`src/rtl/life_pkg.sv`:
```
// Shared types and constants for the Conway generation sequencer.
package life_pkg;

    localparam int unsigned DefRows  = 4;
    localparam int unsigned DefCols  = 16;
    localparam int unsigned DefAddrW = 2;
    localparam int unsigned CntW     = 4;

    typedef enum logic [1:0] {StIdle, StLoad, StWrite, StDone} state_e;

    function automatic logic [CntW-1:0] count_ones8(logic [7:0] n);
        logic [CntW-1:0] s;
        s = '0;
        for (int i = 0; i < 8; i++) begin
            s = s + CntW'(n[i]);
        end
        return s;
    endfunction

endpackage

```
`src/rtl/life_gen_sequencer_if.sv`:
```
// Selector port of the cell array memory as seen by the generation sequencer.
interface life_gen_sequencer_if
    import life_pkg::*;
#(
    parameter int unsigned ADDR_W = DefAddrW,
    parameter int unsigned COLS   = DefCols
);
    logic [ADDR_W-1:0] mem_addr;
    logic              mem_we;
    logic [COLS-1:0]   mem_wdata;
    logic [COLS-1:0]   mem_rdata;

    modport master (output mem_addr, output mem_we, output mem_wdata, input mem_rdata);
    modport slave  (input mem_addr, input mem_we, input mem_wdata, output mem_rdata);
endinterface

```
`src/rtl/life_row_next.sv`:
```
// Next-generation value of one row from its vertical neighbours.
// Column borders are dead unless LIFE_WRAP_EN is defined (toroidal).
module life_row_next
    import life_pkg::*;
#(
    parameter int unsigned COLS = DefCols
) (
    input  logic [COLS-1:0] above_i,
    input  logic [COLS-1:0] cur_i,
    input  logic [COLS-1:0] below_i,
    output logic [COLS-1:0] next_o
);

    // Bit 0 of each extended row is column -1, bit COLS+1 is column COLS.
    logic [COLS+1:0] a_ext;
    logic [COLS+1:0] c_ext;
    logic [COLS+1:0] b_ext;

`ifdef LIFE_WRAP_EN
    assign a_ext = {above_i[0], above_i, above_i[COLS-1]};
    assign c_ext = {cur_i[0], cur_i, cur_i[COLS-1]};
    assign b_ext = {below_i[0], below_i, below_i[COLS-1]};
`else
    assign a_ext = {1'b0, above_i, 1'b0};
    assign c_ext = {1'b0, cur_i, 1'b0};
    assign b_ext = {1'b0, below_i, 1'b0};
`endif

    logic [CntW-1:0] cnt;

    always_comb begin
        next_o = '0;
        cnt    = '0;
        for (int c = 0; c < COLS; c++) begin
            cnt = count_ones8({a_ext[c +: 3], c_ext[c + 2], c_ext[c], b_ext[c +: 3]});
            next_o[c] = (cnt == CntW'(3)) | (cur_i[c] & (cnt == CntW'(2)));
        end
    end

endmodule

```
`src/rtl/life_gen_sequencer.sv`:
```
// Reads the whole cell array into a shadow buffer, then writes back one Conway
// generation row by row. LIFE_WRAP_EN selects a toroidal grid instead of dead borders.
module life_gen_sequencer
    import life_pkg::*;
#(
    parameter int unsigned ROWS   = DefRows,
    parameter int unsigned COLS   = DefCols,
    parameter int unsigned ADDR_W = DefAddrW
) (
    input  logic        clk,
    input  logic        reset,
    input  logic        step,
    output logic        busy,
    output logic        done,
    output logic        stable,
    output logic [15:0] gen_count,
    life_gen_sequencer_if.master mem
);

    localparam int unsigned       RowsM1   = ROWS - 1;
    localparam logic [ADDR_W-1:0] LastRow  = RowsM1[ADDR_W-1:0];
    localparam logic [ADDR_W:0]   LoadLast = ROWS[ADDR_W:0];

    state_e            state_q, state_d;
    logic [ADDR_W:0]   cnt_q, cnt_d;
    logic              differ_q, differ_d;
    logic              stable_q, stable_d;
    logic [15:0]       gen_q, gen_d;
    logic [COLS-1:0]   shadow_q [ROWS];
    logic [COLS-1:0]   shadow_d [ROWS];

    logic [ADDR_W-1:0] row;
    logic [ADDR_W:0]   ld_idx;
    logic [COLS-1:0]   above_row, cur_row, below_row, next_row;
    logic              diff_now;

    // Vertical neighbour selection; column handling lives in life_row_next.
    always_comb begin
        row     = cnt_q[ADDR_W-1:0];
        cur_row = shadow_q[row];
`ifdef LIFE_WRAP_EN
        above_row = (row == '0) ? shadow_q[ROWS-1] : shadow_q[row - 1'b1];
        below_row = (row == LastRow) ? shadow_q[0] : shadow_q[row + 1'b1];
`else
        above_row = (row == '0) ? '0 : shadow_q[row - 1'b1];
        below_row = (row == LastRow) ? '0 : shadow_q[row + 1'b1];
`endif
    end

    life_row_next #(
        .COLS (COLS)
    ) u_row_next (
        .above_i (above_row),
        .cur_i   (cur_row),
        .below_i (below_row),
        .next_o  (next_row)
    );

    always_comb begin
        state_d       = state_q;
        cnt_d         = cnt_q;
        differ_d      = differ_q;
        stable_d      = stable_q;
        gen_d         = gen_q;
        shadow_d      = shadow_q;
        mem.mem_addr  = '0;
        mem.mem_we    = 1'b0;
        mem.mem_wdata = '0;
        ld_idx        = cnt_q - 1'b1;
        diff_now      = differ_q | (next_row != cur_row);

        unique case (state_q)
            StIdle: begin
                if (step) begin
                    state_d  = StLoad;
                    cnt_d    = '0;
                    differ_d = 1'b0;
                end
            end
            StLoad: begin
                // Data for the address issued last cycle arrives now.
                if (cnt_q != LoadLast) mem.mem_addr = row;
                if (cnt_q != '0) shadow_d[ld_idx[ADDR_W-1:0]] = mem.mem_rdata;
                if (cnt_q == LoadLast) begin
                    state_d = StWrite;
                    cnt_d   = '0;
                end else begin
                    cnt_d = cnt_q + 1'b1;
                end
            end
            StWrite: begin
                mem.mem_addr  = row;
                mem.mem_we    = 1'b1;
                mem.mem_wdata = next_row;
                differ_d      = diff_now;
                if (row == LastRow) begin
                    state_d  = StDone;
                    cnt_d    = '0;
                    stable_d = ~diff_now;
                    gen_d    = gen_q + 16'd1;
                end else begin
                    cnt_d = cnt_q + 1'b1;
                end
            end
            StDone: begin
                state_d = StIdle;
            end
            default: begin
                state_d = StIdle;
            end
        endcase
    end

    always_ff @(posedge clk) begin
        if (reset) begin
            state_q  <= StIdle;
            cnt_q    <= '0;
            differ_q <= 1'b0;
            stable_q <= 1'b0;
            gen_q    <= '0;
            shadow_q <= '{default: '0};
        end else begin
            state_q  <= state_d;
            cnt_q    <= cnt_d;
            differ_q <= differ_d;
            stable_q <= stable_d;
            gen_q    <= gen_d;
            shadow_q <= shadow_d;
        end
    end

    assign busy      = (state_q != StIdle);
    assign done      = (state_q == StDone);
    assign stable    = stable_q;
    assign gen_count = gen_q;

endmodule

```
`src/flat_wrapper.sv`:
```
// flat-port wrapper written by rule: the top's interface ports become plain ports
module life_gen_sequencer_flat import life_pkg::*;
#(
    parameter int unsigned ROWS   = DefRows,
    parameter int unsigned COLS   = DefCols,
    parameter int unsigned ADDR_W = DefAddrW
)
  (clk, reset, step, busy, done, stable, gen_count, mem_mem_addr, mem_mem_we, mem_mem_wdata, mem_mem_rdata);
  life_gen_sequencer_if #(.ADDR_W(ADDR_W), .COLS(COLS)) mem_i ();
  input  logic clk;
  input  logic reset;
  input  logic step;
  output logic busy;
  output logic done;
  output logic stable;
  output logic [15:0] gen_count;
  output wire logic [$bits(mem_i.mem_addr)-1:0] mem_mem_addr;
  output wire logic [$bits(mem_i.mem_we)-1:0] mem_mem_we;
  output wire logic [$bits(mem_i.mem_wdata)-1:0] mem_mem_wdata;
  input wire logic [$bits(mem_i.mem_rdata)-1:0] mem_mem_rdata;
  assign mem_mem_addr = mem_i.mem_addr;
  assign mem_mem_we = mem_i.mem_we;
  assign mem_mem_wdata = mem_i.mem_wdata;
  assign mem_i.mem_rdata = mem_mem_rdata;
  life_gen_sequencer #(.ROWS(ROWS), .COLS(COLS), .ADDR_W(ADDR_W)) u_core (.clk(clk), .reset(reset), .step(step), .busy(busy), .done(done), .stable(stable), .gen_count(gen_count), .mem(mem_i));
endmodule
```
`config.mk`:
```
export PLATFORM = sky130hd
export DESIGN_NAME = life_gen_sequencer_flat
export DESIGN_NICKNAME = d
export VERILOG_FILES = /design/src/rtl/life_pkg.sv /design/src/rtl/life_gen_sequencer_if.sv /design/src/rtl/life_row_next.sv /design/src/rtl/life_gen_sequencer.sv /design/src/flat_wrapper.sv
export SDC_FILE = /design/constraint.sdc
export NUM_CORES = 1
export LEC_CHECK = 0
export ABC_AREA = 1
export CAP_MARGIN = 15
export CORE_MARGIN = 10
export CORE_UTILIZATION = 50
export CTS_CLUSTER_DIAMETER = 150
export DETAILED_ROUTE_END_ITERATION = 16
export PLACE_DENSITY = 0.67
export SETUP_SLACK_MARGIN = 0.02
export SLEW_MARGIN = 15
export SYNTH_ARGS = -nofsm -noshare
export SYNTH_HDL_FRONTEND = slang
export SYNTH_SLANG_ARGS = --single-unit
```
`constraint.sdc`:
```
create_clock -name clk -period 7.9 [get_ports clk]
set_input_delay 1.58 -clock clk [delete_from_list [all_inputs] [get_ports clk]]
set_output_delay 1.58 -clock clk [all_outputs]
set_load 0.05 [all_outputs]
```
==> insert_results.sql <==
INSERT INTO impl_metrics (metric_group, metric, value, unit) VALUES
('run_status', 'status', 'finished, final reports clean', ''),
('cts', 'cts_tree', 'yes', ''),
('sta', 'worst_clock_skew', '0.00464', 'ns'),
('sta', 'setup-tns-final', '0', 'ns'),
('logic_synthesis', 'ys_top_cells_by_area', 'sky130_fd_sc_hd__dfxtp_1 (21%), sky130_fd_sc_hd__fa_1 (14%), sky130_fd_sc_hd__nand2_1 (14%), sky130_fd_sc_hd__inv_1 (10%), sky130_fd_sc_hd__ha_1 (8.6%)', ''),
('critical_path', 'timing.critical_path.required', '6.32', 'ns'),
('floorplan', 'chipWidth', '148', 'um'),
('power_and_ir_drop', 'p_switching', '629', 'uW'),
('global_route', 'grt_first_pass_wirelength', '34300', 'um'),
('place', 'dp.final_hpwl', '16300', 'um'),
('logic_synthesis', 'postSynthNetCount', '1379', ''),
('floorplan', 'fp.dieArea', '21800', 'sq um'),
('global_route', 'first_global_vias', '6877', ''),
('sta', 'achievable_frequency', '0.141', 'GHz'),
('power_and_ir_drop', 'share_clk_of_total_power', '24.8', '%'),
('critical_path', 'most_used_cell_cp', 'sky130_fd_sc_hd__fa_1', ''),
('sta', 'hold_ws', '0.465', 'ns'),
('drt', 'detail_route.iter0.violations', '537', ''),
('logic_synthesis', 'synth_cells', '1245', ''),
('logic_synthesis', 'synth_seq_area_share', '21.3', '%'),
('floorplan', 'io_pins', '57', ''),
('power_and_ir_drop', 'power_density', '167', 'nW/um^2'),
('drt', 'post_drt_wl_per_cell', '13.8', 'um'),
('logic_synthesis', 'number_of_synthesis_warnings', '0', ''),
('drt', 'postRouteAntennaNets', '0', ''),
('floorplan', 'floorplan.initialDensity', '51.2', '%'),
('power_and_ir_drop', 'vdd.ir_drop.worst', '0.137', 'mV'),
('global_route', 'pin_count_of_the_biggest_net_entering_global_routing', '105', ''),
('finish', 'total_nets_final', '1406', ''),
('power_and_ir_drop', 'power.combinational.fraction', '46.1', '%'),
('cts', 'clock_sink_count', '87', ''),
('cts', 'htreeDepth', '3', ''),
('finish', 'syn_to_final_growth', '13.2', '%'),
('logic_synthesis', 'postSynthAreaPerCell', '6.55', 'sq um'),
('power_and_ir_drop', 'power_leakage', '4.17', 'nW'),
('power_and_ir_drop', 'power.share.sequential', '29.2', '%'),
('critical_path', 'crit_path_buf_inv_count', '4', ''),
('logic_synthesis', 'synth-async-reset-ratio', '0', '%'),
('power_and_ir_drop', 'netSwitchingFraction', '40.8', '%'),
('critical_path', 'crit_arrival', '5.53', 'ns'),
('min_path', 'min-delay-path-class', 'flop to flop', ''),
('finish', 'antennaDiodeCount', '0', ''),
('cts', 'post_cts_buffers', '0', ''),
('power_and_ir_drop', 'cellInternalPower', '912', 'uW'),
('critical_path', 'slowest_stage', 'sky130_fd_sc_hd__ha_1', ''),
('global_route', 'initial_antenna_violation_count', '0', ''),
('sta', 'timing_worst_slew_pin_value', '0.857', 'ns'),
('sta', 'finalSetupViolations', '0', ''),
('global_route', 'globalRouteTotalUtil', '18.9', '%'),
('finish', 'final_core_util', '57.9', '%'),
('logic_synthesis', 'yosys.area.top_type_share', '21.3', '%'),
('global_route', 'grt_remaining_overflow', '0', ''),
('critical_path', 'worst_setup_path_start_kind', 'flop', ''),
('sta', 'timing.final.hold_violations', '0', ''),
('place', 'placement.io_buffers', '56', ''),
('cts', 'clk-insertion-delay-late', '0.34', 'ns'),
('cts', 'clk_pin_slew_worst_paths', '0.06', 'ns'),
('logic_synthesis', 'synthFlopType', 'sky130_fd_sc_hd__dfxtp_1', ''),
('drt', 'drt-vias-per-instance', '5.02', ''),
('logic_synthesis', 'synth_cell_types', '35', ''),
('logic_synthesis', 'number_of_flops_mapped_to_enable_cells_by_yosys', '0', ''),
('sta', 'relSlewSlack', '42.9', '%'),
('sta', 'final.period_utilization', '90.0', '%'),
('drt', 'drt_drc_violations_left', '0', ''),
('cts', 'numCtsBuffers', '9', ''),
('cts', 'cts_buffer_depth', '2', ''),
('sta', 'finalCriticalPeriod', '7.11', 'ns'),
('logic_synthesis', 'synth.ff_latch_count', '87', ''),
('floorplan', 'dieHeight', '148', 'um'),
('critical_path', 'timing.critical_path.fanout_max', '104', ''),
('drt', 'detail_route.first_pass.iterations', '5', '');
[worst paths after layout]
path / startpoint / slack, ns / cells after the start / endpoint
min reg2reg: u_core.shadow_q[48]$_SDFFE_PP0P_ / 0.47 / 2 / u_core.shadow_q[48]$_SDFFE_PP0P_
max reg2reg: u_core.cnt_q[0]$_SDFFE_PP0P_ / 2.23 / 25 / u_core.differ_q$_SDFFE_PP0P_
max: u_core.cnt_q[0]$_SDFFE_PP0P_ / 0.79 / 15 / mem_mem_wdata[6]
min: u_core.shadow_q[48]$_SDFFE_PP0P_ / 0.47 / 2 / u_core.shadow_q[48]$_SDFFE_PP0P_
[worst reg2reg max path, stage by stage, from the launching register on]
cell	delay, ns
sky130_fd_sc_hd__dfxtp_2	0.33
sky130_fd_sc_hd__buf_4	0.65
sky130_fd_sc_hd__ha_1	0.75
sky130_fd_sc_hd__inv_1	0.18
sky130_fd_sc_hd__o21ai_0	0.11
sky130_fd_sc_hd__nor2_1	0.09
sky130_fd_sc_hd__ha_1	0.35
sky130_fd_sc_hd__xnor2_1	0.16
sky130_fd_sc_hd__inv_1	0.05
sky130_fd_sc_hd__ha_1	0.28
sky130_fd_sc_hd__inv_1	0.05
sky130_fd_sc_hd__fa_1	0.46
sky130_fd_sc_hd__fa_1	0.47
sky130_fd_sc_hd__fa_1	0.43
sky130_fd_sc_hd__nor2_1	0.11
sky130_fd_sc_hd__nand2_1	0.06
sky130_fd_sc_hd__nand2_1	0.05
sky130_fd_sc_hd__nand2_1	0.06
sky130_fd_sc_hd__nand2_1	0.13
sky130_fd_sc_hd__nand2_1	0.09
sky130_fd_sc_hd__nor2_1	0.11
sky130_fd_sc_hd__nand2_1	0.05
sky130_fd_sc_hd__nor2_1	0.12
sky130_fd_sc_hd__nand3_1	0.22
sky130_fd_sc_hd__nand2_1	0.11
sky130_fd_sc_hd__a21oi_1	0.06
[metrics by stage]
stage                     total power [mW]  std cells  setup WS [ns]  instance area (sq um)
after floorplan                       1.01       1245          0.719                   8160
after global placement                1.16       1477           1.27                   8970
after detailed placement              1.16       1477           1.17                   8970
after CTS                             1.55       1492          0.822                   9230
after global routing                  1.67       1492          0.429                   9240
final                                 1.54       1492          0.788                   9240
[logic make-up after synthesis]
family,count (synthesis),synth area share [%]
AO/OA/AOI/OAI,232,14.8
XOR/XNOR,2,0.215
adder cells (fa/ha/maj),115,23.1
buffers and inverters,273,13.1
flip-flops,87,21.3
AND/OR/NAND/NOR,536,27.5
[synthesized netlist by cell type, types with 3 or more instances]
library cell and number:
sky130_fd_sc_hd__nand2_1 294, sky130_fd_sc_hd__inv_1 219, sky130_fd_sc_hd__o21ai_0 122, sky130_fd_sc_hd__nor2_1 112, sky130_fd_sc_hd__a21oi_1 89, sky130_fd_sc_hd__dfxtp_1 87
sky130_fd_sc_hd__nand3_1 66, sky130_fd_sc_hd__fa_1 59, sky130_fd_sc_hd__ha_1 56, sky130_fd_sc_hd__nor3_1 37, sky130_fd_sc_hd__clkbuf_1 24, sky130_fd_sc_hd__buf_2 16
sky130_fd_sc_hd__o21bai_1 10, sky130_fd_sc_hd__nand4_1 9, sky130_fd_sc_hd__buf_1 5, sky130_fd_sc_hd__or2_2 5, sky130_fd_sc_hd__nand3b_1 4, sky130_fd_sc_hd__buf_4 3
sky130_fd_sc_hd__inv_2 3, sky130_fd_sc_hd__o21ai_1 3
[cell type report]
type	count	area, sq um
Multi-Input combinational cell	885	5350
Clock inverter	4	22.5
Clock buffer	11	243
Timing Repair Buffer	66	771
Tap cell	216	270
Sequential cell	87	1740
Inverter	223	837
Fill cell	1536	6710
[power groups by stage]
stage	Clock, mW	Combinational [mW]	Sequential (mW)
2_1_floorplan	0	0.550	0.460
3_3_place_gp	0	0.696	0.459
3_5_place_dp	0	0.704	0.460
4_1_cts	0.391	0.710	0.450
5_1_grt	0.408	0.807	0.450
6_report	0.382	0.710	0.450
[cells in the final DEF, fill, tap and decap left out, types with 10 or more instances in the layout]
cell type / instances
sky130_fd_sc_hd__a21oi_1: 89
sky130_fd_sc_hd__buf_12: 14
sky130_fd_sc_hd__buf_4: 12
sky130_fd_sc_hd__clkdlybuf4s50_1: 40
sky130_fd_sc_hd__dfxtp_1: 86
sky130_fd_sc_hd__fa_1: 59
sky130_fd_sc_hd__ha_1: 56
sky130_fd_sc_hd__inv_1: 219
sky130_fd_sc_hd__nand2_1: 294
sky130_fd_sc_hd__nand3_1: 65
sky130_fd_sc_hd__nor2_1: 112
sky130_fd_sc_hd__nor3_1: 37
sky130_fd_sc_hd__o21ai_0: 122
sky130_fd_sc_hd__o21bai_1: 10
[per-layer routing]
| metal | part of all wire, % | wire length, um | global-route usage, % | up-vias |
|---|---|---|---|---|
| li1 | - | - | - | 3965 |
| met1 | 51 | 10600 | 27.8 | 3353 |
| met2 | 42 | 8740 | 28.5 | 163 |
| met3 | 5.3 | 1100 | 2.75 | 14 |
| met4 | 0.86 | 178 | 3.77 | 0 |
| met5 | 0 | 0 | 0 | - |
[sequential cells by signal, summed over array words and instances (netlist names)]
| name | flops |
|---|---|
| u_core.state_q | 2 |
| u_core.gen_count | 16 |
| u_core.stable | 1 |
| u_core.shadow_q | 64 |
| u_core.differ_q | 1 |
| u_core.cnt_q | 3 |
(Power assumes the default switching activity.)
